## config.mk

```make
export PLATFORM = sky130hd
export DESIGN_NAME = instruction_encode
export DESIGN_NICKNAME = d
export VERILOG_FILES = /design/src/rtl/mips_isa_pkg.sv /design/src/rtl/instr_field_pack.sv /design/src/rtl/instruction_encode.sv
export SDC_FILE = /design/constraint.sdc
export NUM_CORES = 1
export LEC_CHECK = 0
export CAP_MARGIN = 30
export CORE_ASPECT_RATIO = 0.5
export CORE_MARGIN = 5
export CORE_UTILIZATION = 30
export DETAILED_ROUTE_END_ITERATION = 8
export PLACE_DENSITY = 0.54
export SLEW_MARGIN = 20
export SYNTH_ARGS = -nofsm -noshare
export SYNTH_HDL_FRONTEND = slang
export SYNTH_SLANG_ARGS = --single-unit
```

## constraint.sdc

```tcl
create_clock -name clk -period 4 [get_ports clk]
set_clock_uncertainty 0.15 [all_clocks]
set_input_delay 0.6 -clock clk [delete_from_list [all_inputs] [get_ports clk]]
set_output_delay 0.6 -clock clk [all_outputs]
set_load 0.02 [all_outputs]
```

## src/rtl/mips_isa_pkg.sv

```systemverilog
// MIPS ISA definitions shared by instruction_encode and instruction_decode:
// operation enum, opcode/funct fields, error codes and word-building helpers.
package mips_isa_pkg;

  typedef enum logic [4:0] {
    OP_ADD   = 5'd0,
    OP_ADDU  = 5'd1,
    OP_SUB   = 5'd2,
    OP_AND   = 5'd3,
    OP_OR    = 5'd4,
    OP_SLL   = 5'd5,
    OP_SRL   = 5'd6,
    OP_ADDI  = 5'd7,
    OP_ADDIU = 5'd8,
    OP_ANDI  = 5'd9,
    OP_ORI   = 5'd10,
    OP_LUI   = 5'd11,
    OP_LW    = 5'd12,
    OP_SW    = 5'd13,
    OP_BEQ   = 5'd14,
    OP_BNE   = 5'd15,
    OP_J     = 5'd16,
    OP_JAL   = 5'd17
  } op_e;

  localparam logic [5:0] OPC_RTYPE = 6'h00;
  localparam logic [5:0] OPC_ADDI  = 6'h08;
  localparam logic [5:0] OPC_ADDIU = 6'h09;
  localparam logic [5:0] OPC_ANDI  = 6'h0C;
  localparam logic [5:0] OPC_ORI   = 6'h0D;
  localparam logic [5:0] OPC_LUI   = 6'h0F;
  localparam logic [5:0] OPC_LW    = 6'h23;
  localparam logic [5:0] OPC_SW    = 6'h2B;
  localparam logic [5:0] OPC_BEQ   = 6'h04;
  localparam logic [5:0] OPC_BNE   = 6'h05;
  localparam logic [5:0] OPC_J     = 6'h02;
  localparam logic [5:0] OPC_JAL   = 6'h03;

  localparam logic [5:0] FUNCT_ADD  = 6'h20;
  localparam logic [5:0] FUNCT_ADDU = 6'h21;
  localparam logic [5:0] FUNCT_SUB  = 6'h22;
  localparam logic [5:0] FUNCT_AND  = 6'h24;
  localparam logic [5:0] FUNCT_OR   = 6'h25;
  localparam logic [5:0] FUNCT_SLL  = 6'h00;
  localparam logic [5:0] FUNCT_SRL  = 6'h02;

  localparam logic [1:0] ERR_NONE         = 2'd0;
  localparam logic [1:0] ERR_ILLEGAL_OP   = 2'd1;
  localparam logic [1:0] ERR_BRANCH_RANGE = 2'd2;
  localparam logic [1:0] ERR_JUMP_TARGET  = 2'd3;

  function automatic logic [31:0] enc_r(input logic [4:0] rs, input logic [4:0] rt,
                                        input logic [4:0] rd, input logic [4:0] shamt,
                                        input logic [5:0] funct);
    return {OPC_RTYPE, rs, rt, rd, shamt, funct};
  endfunction

  function automatic logic [31:0] enc_i(input logic [5:0] opc, input logic [4:0] rs,
                                        input logic [4:0] rt, input logic [15:0] imm);
    return {opc, rs, rt, imm};
  endfunction

  function automatic logic [31:0] enc_j(input logic [5:0] opc, input logic [25:0] adr);
    return {opc, adr};
  endfunction

endpackage

```

## src/rtl/instr_field_pack.sv

```systemverilog
// Combinational field packer: op + fields + pc -> machine word and error flags.
// Range/alignment checks are built only with INSTR_ENC_RANGE_CHECK_EN defined.
module instr_field_pack
  import mips_isa_pkg::*;
(
  input  logic [4:0]  op,
  input  logic [4:0]  rs,
  input  logic [4:0]  rt,
  input  logic [4:0]  rd,
  input  logic [4:0]  shamt,
  input  logic [15:0] imm,
  input  logic [31:0] target,
  input  logic [31:0] pc,
  output logic [31:0] word,
  output logic        illegal,
  output logic        range_err,
  output logic [1:0]  range_code
);

  logic [31:0] pc4;
  logic [31:0] diff;
  logic [31:0] off;
  logic        is_branch;
  logic        is_jump;

  // Branch offsets are relative to the delay-slot address, in words.
  assign pc4  = pc + 32'd4;
  assign diff = target - pc4;
  assign off  = 32'($signed(diff) >>> 2);

  always_comb begin
    // NOTE: defaults first so every path assigns every output (no latches).
    word      = '0;
    illegal   = 1'b0;
    is_branch = 1'b0;
    is_jump   = 1'b0;
    case (op)
      OP_ADD:   word = enc_r(rs, rt, rd, shamt, FUNCT_ADD);
      OP_ADDU:  word = enc_r(rs, rt, rd, shamt, FUNCT_ADDU);
      OP_SUB:   word = enc_r(rs, rt, rd, shamt, FUNCT_SUB);
      OP_AND:   word = enc_r(rs, rt, rd, shamt, FUNCT_AND);
      OP_OR:    word = enc_r(rs, rt, rd, shamt, FUNCT_OR);
      OP_SLL:   word = enc_r(5'd0, rt, rd, shamt, FUNCT_SLL);
      OP_SRL:   word = enc_r(5'd0, rt, rd, shamt, FUNCT_SRL);
      OP_ADDI:  word = enc_i(OPC_ADDI, rs, rt, imm);
      OP_ADDIU: word = enc_i(OPC_ADDIU, rs, rt, imm);
      OP_ANDI:  word = enc_i(OPC_ANDI, rs, rt, imm);
      OP_ORI:   word = enc_i(OPC_ORI, rs, rt, imm);
      OP_LUI:   word = enc_i(OPC_LUI, 5'd0, rt, imm);
      OP_LW:    word = enc_i(OPC_LW, rs, rt, imm);
      OP_SW:    word = enc_i(OPC_SW, rs, rt, imm);
      OP_BEQ: begin
        word      = enc_i(OPC_BEQ, rs, rt, off[15:0]);
        is_branch = 1'b1;
      end
      OP_BNE: begin
        word      = enc_i(OPC_BNE, rs, rt, off[15:0]);
        is_branch = 1'b1;
      end
      OP_J: begin
        word    = enc_j(OPC_J, target[27:2]);
        is_jump = 1'b1;
      end
      OP_JAL: begin
        word    = enc_j(OPC_JAL, target[27:2]);
        is_jump = 1'b1;
      end
      default:  illegal = 1'b1;
    endcase
  end

`ifdef INSTR_ENC_RANGE_CHECK_EN
  logic off_ovf;
  logic misaligned;
  logic region_bad;

  // The word offset fits 16 bits only if bits 31..15 are a pure sign extension.
  assign off_ovf    = !((&off[31:15]) | ~(|off[31:15]));
  assign misaligned = |target[1:0];
  assign region_bad = target[31:28] != pc4[31:28];

  always_comb begin
    range_err  = 1'b0;
    range_code = ERR_NONE;
    if (is_branch && (off_ovf || misaligned)) begin
      range_err  = 1'b1;
      range_code = ERR_BRANCH_RANGE;
    end else if (is_jump && (region_bad || misaligned)) begin
      range_err  = 1'b1;
      range_code = ERR_JUMP_TARGET;
    end
  end
`else
  logic unused_range;

  assign range_err    = 1'b0;
  assign range_code   = ERR_NONE;
  assign unused_range = ^{off[31:16], is_branch, is_jump};
`endif

endmodule

```

## src/rtl/instruction_encode.sv

```systemverilog
// Streaming MIPS instruction encoder: owns pc, word count, output register and
// handshake. INSTR_ENC_RANGE_CHECK_EN enables branch/jump target checking.
module instruction_encode
  import mips_isa_pkg::*;
#(
  parameter logic [31:0] BASE_ADDR = 32'h0000_0000,
  parameter int          DEPTH     = 256
) (
  input  logic                         clk,
  input  logic                         rst,
  input  logic                         start,
  input  logic                         in_valid,
  output logic                         in_ready,
  input  logic [4:0]                   in_op,
  input  logic [4:0]                   in_rs,
  input  logic [4:0]                   in_rt,
  input  logic [4:0]                   in_rd,
  input  logic [4:0]                   in_shamt,
  input  logic [15:0]                  in_imm,
  input  logic [31:0]                  in_target,
  output logic                         out_valid,
  input  logic                         out_ready,
  output logic [31:0]                  out_word,
  output logic [31:0]                  out_addr,
  output logic [$clog2(DEPTH+1)-1:0]   count,
  output logic                         full,
  output logic                         err,
  output logic [1:0]                   err_code
);

  localparam int CW = $clog2(DEPTH+1);

  logic          out_valid_q, out_valid_d;
  logic [31:0]   out_word_q,  out_word_d;
  logic [31:0]   out_addr_q,  out_addr_d;
  logic [31:0]   pc_q,        pc_d;
  logic [CW-1:0] count_q,     count_d;
  logic          err_q,       err_d;
  logic [1:0]    err_code_q,  err_code_d;

  logic [31:0] pack_word;
  logic        pack_illegal;
  logic        pack_range_err;
  logic [1:0]  pack_range_code;
  logic        accept;

  instr_field_pack u_pack (
    .op         (in_op),
    .rs         (in_rs),
    .rt         (in_rt),
    .rd         (in_rd),
    .shamt      (in_shamt),
    .imm        (in_imm),
    .target     (in_target),
    .pc         (pc_q),
    .word       (pack_word),
    .illegal    (pack_illegal),
    .range_err  (pack_range_err),
    .range_code (pack_range_code)
  );

  assign full     = (count_q == CW'(DEPTH));
  assign in_ready = !rst && !start && !full && (!out_valid_q || out_ready);
  assign accept   = in_valid && in_ready;

  always_comb begin
    out_valid_d = out_valid_q;
    out_word_d  = out_word_q;
    out_addr_d  = out_addr_q;
    pc_d        = pc_q;
    count_d     = count_q;
    err_d       = err_q;
    err_code_d  = err_code_q;

    if (out_valid_q && out_ready) out_valid_d = 1'b0;

    // Rejected instructions are still consumed; only the first error code sticks.
    if (accept) begin
      if (pack_illegal) begin
        err_d = 1'b1;
        if (err_code_q == ERR_NONE) err_code_d = ERR_ILLEGAL_OP;
      end else if (pack_range_err) begin
        err_d = 1'b1;
        if (err_code_q == ERR_NONE) err_code_d = pack_range_code;
      end else begin
        out_valid_d = 1'b1;
        out_word_d  = pack_word;
        out_addr_d  = pc_q;
        pc_d        = pc_q + 32'd4;
        count_d     = count_q + CW'(1);
      end
    end

    if (start) begin
      out_valid_d = 1'b0;
      out_word_d  = '0;
      out_addr_d  = '0;
      pc_d        = BASE_ADDR;
      count_d     = '0;
      err_d       = 1'b0;
      err_code_d  = ERR_NONE;
    end
  end

  always_ff @(posedge clk) begin
    if (rst) begin
      out_valid_q <= 1'b0;
      out_word_q  <= '0;
      out_addr_q  <= '0;
      pc_q        <= BASE_ADDR;
      count_q     <= '0;
      err_q       <= 1'b0;
      err_code_q  <= ERR_NONE;
    end else begin
      // NOTE: non-blocking assignments so every flop samples pre-edge values.
      out_valid_q <= out_valid_d;
      out_word_q  <= out_word_d;
      out_addr_q  <= out_addr_d;
      pc_q        <= pc_d;
      count_q     <= count_d;
      err_q       <= err_d;
      err_code_q  <= err_code_d;
    end
  end

  assign out_valid = out_valid_q;
  assign out_word  = out_word_q;
  assign out_addr  = out_addr_q;
  assign count     = count_q;
  assign err       = err_q;
  assign err_code  = err_code_q;

endmodule

```

==> impl_metrics.py <==
metrics = {
    "outcome": {
        "status": "complete, no violations",
    },
    "power_and_ir_drop": {
        "vdd_ir_drop_max_mv": 0.183,
        "p_per_area_nw_per_um2": 297,
        "p_leak_nw": 2.52,
    },
    "sta": {
        "finalSetupTns_ps": 0,
        "slew_headroom_pct": 43.7,
        "hold-worst-slack_ps": 305,
        "finalMaxSlewViolations": 0,
        "rsz0062_at_grt": "no",
        "clock.fmax_mhz": 293,
        "fin_crit_sh_pct": 85.2,
        "tightest_slew_ps": 842,
        "hold_violations": 0,
        "fin_crit_ps": 3410,
        "setup_viol": 0,
    },
    "grt": {
        "antenna_found_initial": 0,
        "grt_overflow": 0,
        "grt_pass1_vias": 4879,
        "grt_pass1_wl_um": 26800,
        "track_usage_pct": 15.4,
        "grt_max_degree": 91,
    },
    "yosys": {
        "synth-main-ff-cell": "dfxtp_1",
        "syn_inst": 711,
        "ys_warn_count": 0,
        "synth-seq-cells": 103,
        "async_reset_ff_share_pct": 0,
        "synth.distinct_cells": 66,
        "ys_seq_area_share_pct": 37.1,
        "syn-cell-area_um2": 5570,
        "syn_area_per_cell_um2": 7.83,
        "synth_edf_count": 0,
    },
    "worst_setup_path": {
        "r2r_end": "out_word[12]",
        "worstPathArrival_ps": 3560,
        "r2r-start": "pc_q[2]",
        "worstSetupEndpointType": "register",
        "required_ps": 4150,
        "crit_type": "primary input to register",
        "r2r.worst_path.cells": 12,
        "cp_max_fo": 3,
        "cp-start-kind": "primary input",
        "rrSetupSlack_ps": 710,
    },
    "cts": {
        "cts_root_buffer": "clkbuf_16",
        "cts_resized": 0,
        "cts_tree": "built",
        "postCtsSetupBuffers": 0,
        "clk_latency_ps": 360,
        "ctsLongestPathBuffers": 2,
        "clk_pin_slew_ps": 80,
        "htreeDepth": 3,
        "numClockSinks": 103,
        "cts_hold_buf": 0,
        "cts_made_buffers": 9,
    },
    "hold_path": {
        "hold_path_class": "register to register",
        "holdPathStages": 2,
        "hold_path_startpoint": "out_addr[20]",
        "min_to": "out_addr[20]",
    },
    "final_layout": {
        "num_antenna_cells": 0,
        "final_common_cell": "clkdlybuf4s50_1",
        "n_fill_cell": 1866,
        "stdcell_count": 1077,
        "utilization_pct": 41.3,
        "syn_to_final_growth_pct": 35.8,
        "final_cell_mix": "clkdlybuf4s50_1 (146), nand2_1 (108), dfxtp_1 (103)",
        "layout.nets": 925,
        "layout-drive-gt1-share_pct": 4.78,
        "final_area_um2": 7560,
    },
    "route": {
        "detail-route-antenna-nets": 0,
        "drt_pass1_iterations": 4,
        "routed_wl_um": 16800,
        "drc_errors": 0,
        "wl_per_cell_um": 15.6,
        "drt-vias-per-instance": 4.94,
        "first_iter_violations": 326,
        "vias": 5315,
    },
    "placement": {
        "io_buffers": 146,
        "dp_hpwl_um": 12200,
        "place_area_um2": 7230,
        "dpl.cell_count": 1060,
        "gp_congestion": 0.812,
    },
    "floorplanning": {
        "fp-row-count": 35,
        "io-pin-count": 157,
        "die_area_um2": 21500,
        "core_um2": 18300,
        "die_x_um": 203,
        "die_y_um": 106,
        "initial_utilization_pct": 30.4,
    },
    "run": {
        "drv_cap": 0,
    },
}
==> synthesized netlist by cell type, types with 15 or more instances <==
cell type / instances / area (um^2)
xnor2_1: 26 / 228
inv_1: 18 / 67.6
a21oi_1: 65 / 325
xor2_1: 30 / 263
dfxtp_1: 103 / 2060
nand2_1: 108 / 405
nand3_1: 15 / 75.1
nor3_1: 26 / 130
nor2_1: 79 / 297
o21ai_0: 34 / 170
clkbuf_1: 36 / 135
==> worst max-delay path, cell delays in order <==
cell	delay (ps)
clkdlybuf4s50_1	430
inv_1	70
ha_1	160
inv_1	60
fa_1	400
a21oi_1	210
nand2b_1	70
a21oi_1	280
o221ai_1	210
o2111a_1	200
a211o_1	280
and3_1	160
nor3_1	210
o221a_1	210
==> registers in the layout (all words and copies together), names as in the netlist <==
name	cells
count	9
err	1
err_code	1
out_addr	30
out_valid	1
out_word	31
pc_q	30
==> cell type report <==
| cell class | count | area, um^2 | share of cell area [%] |
|---|---|---|---|
| clock buffers | 11 | 243 | 3.21 |
| clock inverters | 5 | 63.8 | 0.845 |
| inverters | 19 | 71.3 | 0.944 |
| multi-input cells | 540 | 3230 | 42.8 |
| flip-flops and latches | 103 | 2060 | 27.3 |
| well taps | 240 | 300 | 3.97 |
| repair buffers | 159 | 1580 | 21.0 |
==> metrics by stage <==
stage | power (mW) | setup slack (ps)
finish | 2.25 | 592
global route | 2.36 | 462
CTS | 2.28 | 631
detailed placement | 1.32 | 255
global placement | 1.32 | 335
floorplan | 1.20 | 1000
==> per-layer routing <==
| layer | vias up | routed length (um) | GRT usage, % |
|---|---|---|---|
| met2 | 117 | 7300 | 22.9 |
| met5 | - | 0 | 0 |
| li1 | 2725 | - | - |
| met4 | 0 | 121 | 2.86 |
| met1 | 2463 | 8370 | 22.2 |
| met3 | 10 | 1030 | 4.69 |
==> worst max path at each step <==
stage,startpoint,endpoint,slack (ps),cells after the start
2_1_floorplan,count[0],pc_q[31],1000,11
3_3_place_gp,in_target[2],out_word[12],330,14
3_5_place_dp,in_target[2],out_word[12],250,14
4_1_cts,in_target[2],out_word[12],630,14
5_1_grt,pc_q[2],out_word[13],460,12
6_report,in_target[2],out_word[12],590,14
==> logic make-up (layout without fill, tap and decap cells) <==
group                    count (synthesis)  count (layout)  synth area share, %
other                                    1               4               0.0674
multiplexers                             3               3                0.540
flip-flops                             103             103                 37.1
adder cells (fa/ha/maj)                 16              16                 3.69
XOR/XNOR                                59              59                 9.94
buffers and inverters                   71             194                 5.24
AO/OA/AOI/OAI                          168             168                 19.4
AND/OR/NAND/NOR                        290             290                 24.1
==> power by group <==
part	switching, mW	internal [mW]	total, mW
registers	0.00315	1.03	1.03
logic	0.141	0.129	0.271
clock network	0.431	0.512	0.943
total	0.576	1.67	2.25
No activity file was read; power rests on OpenSTA's default activity.
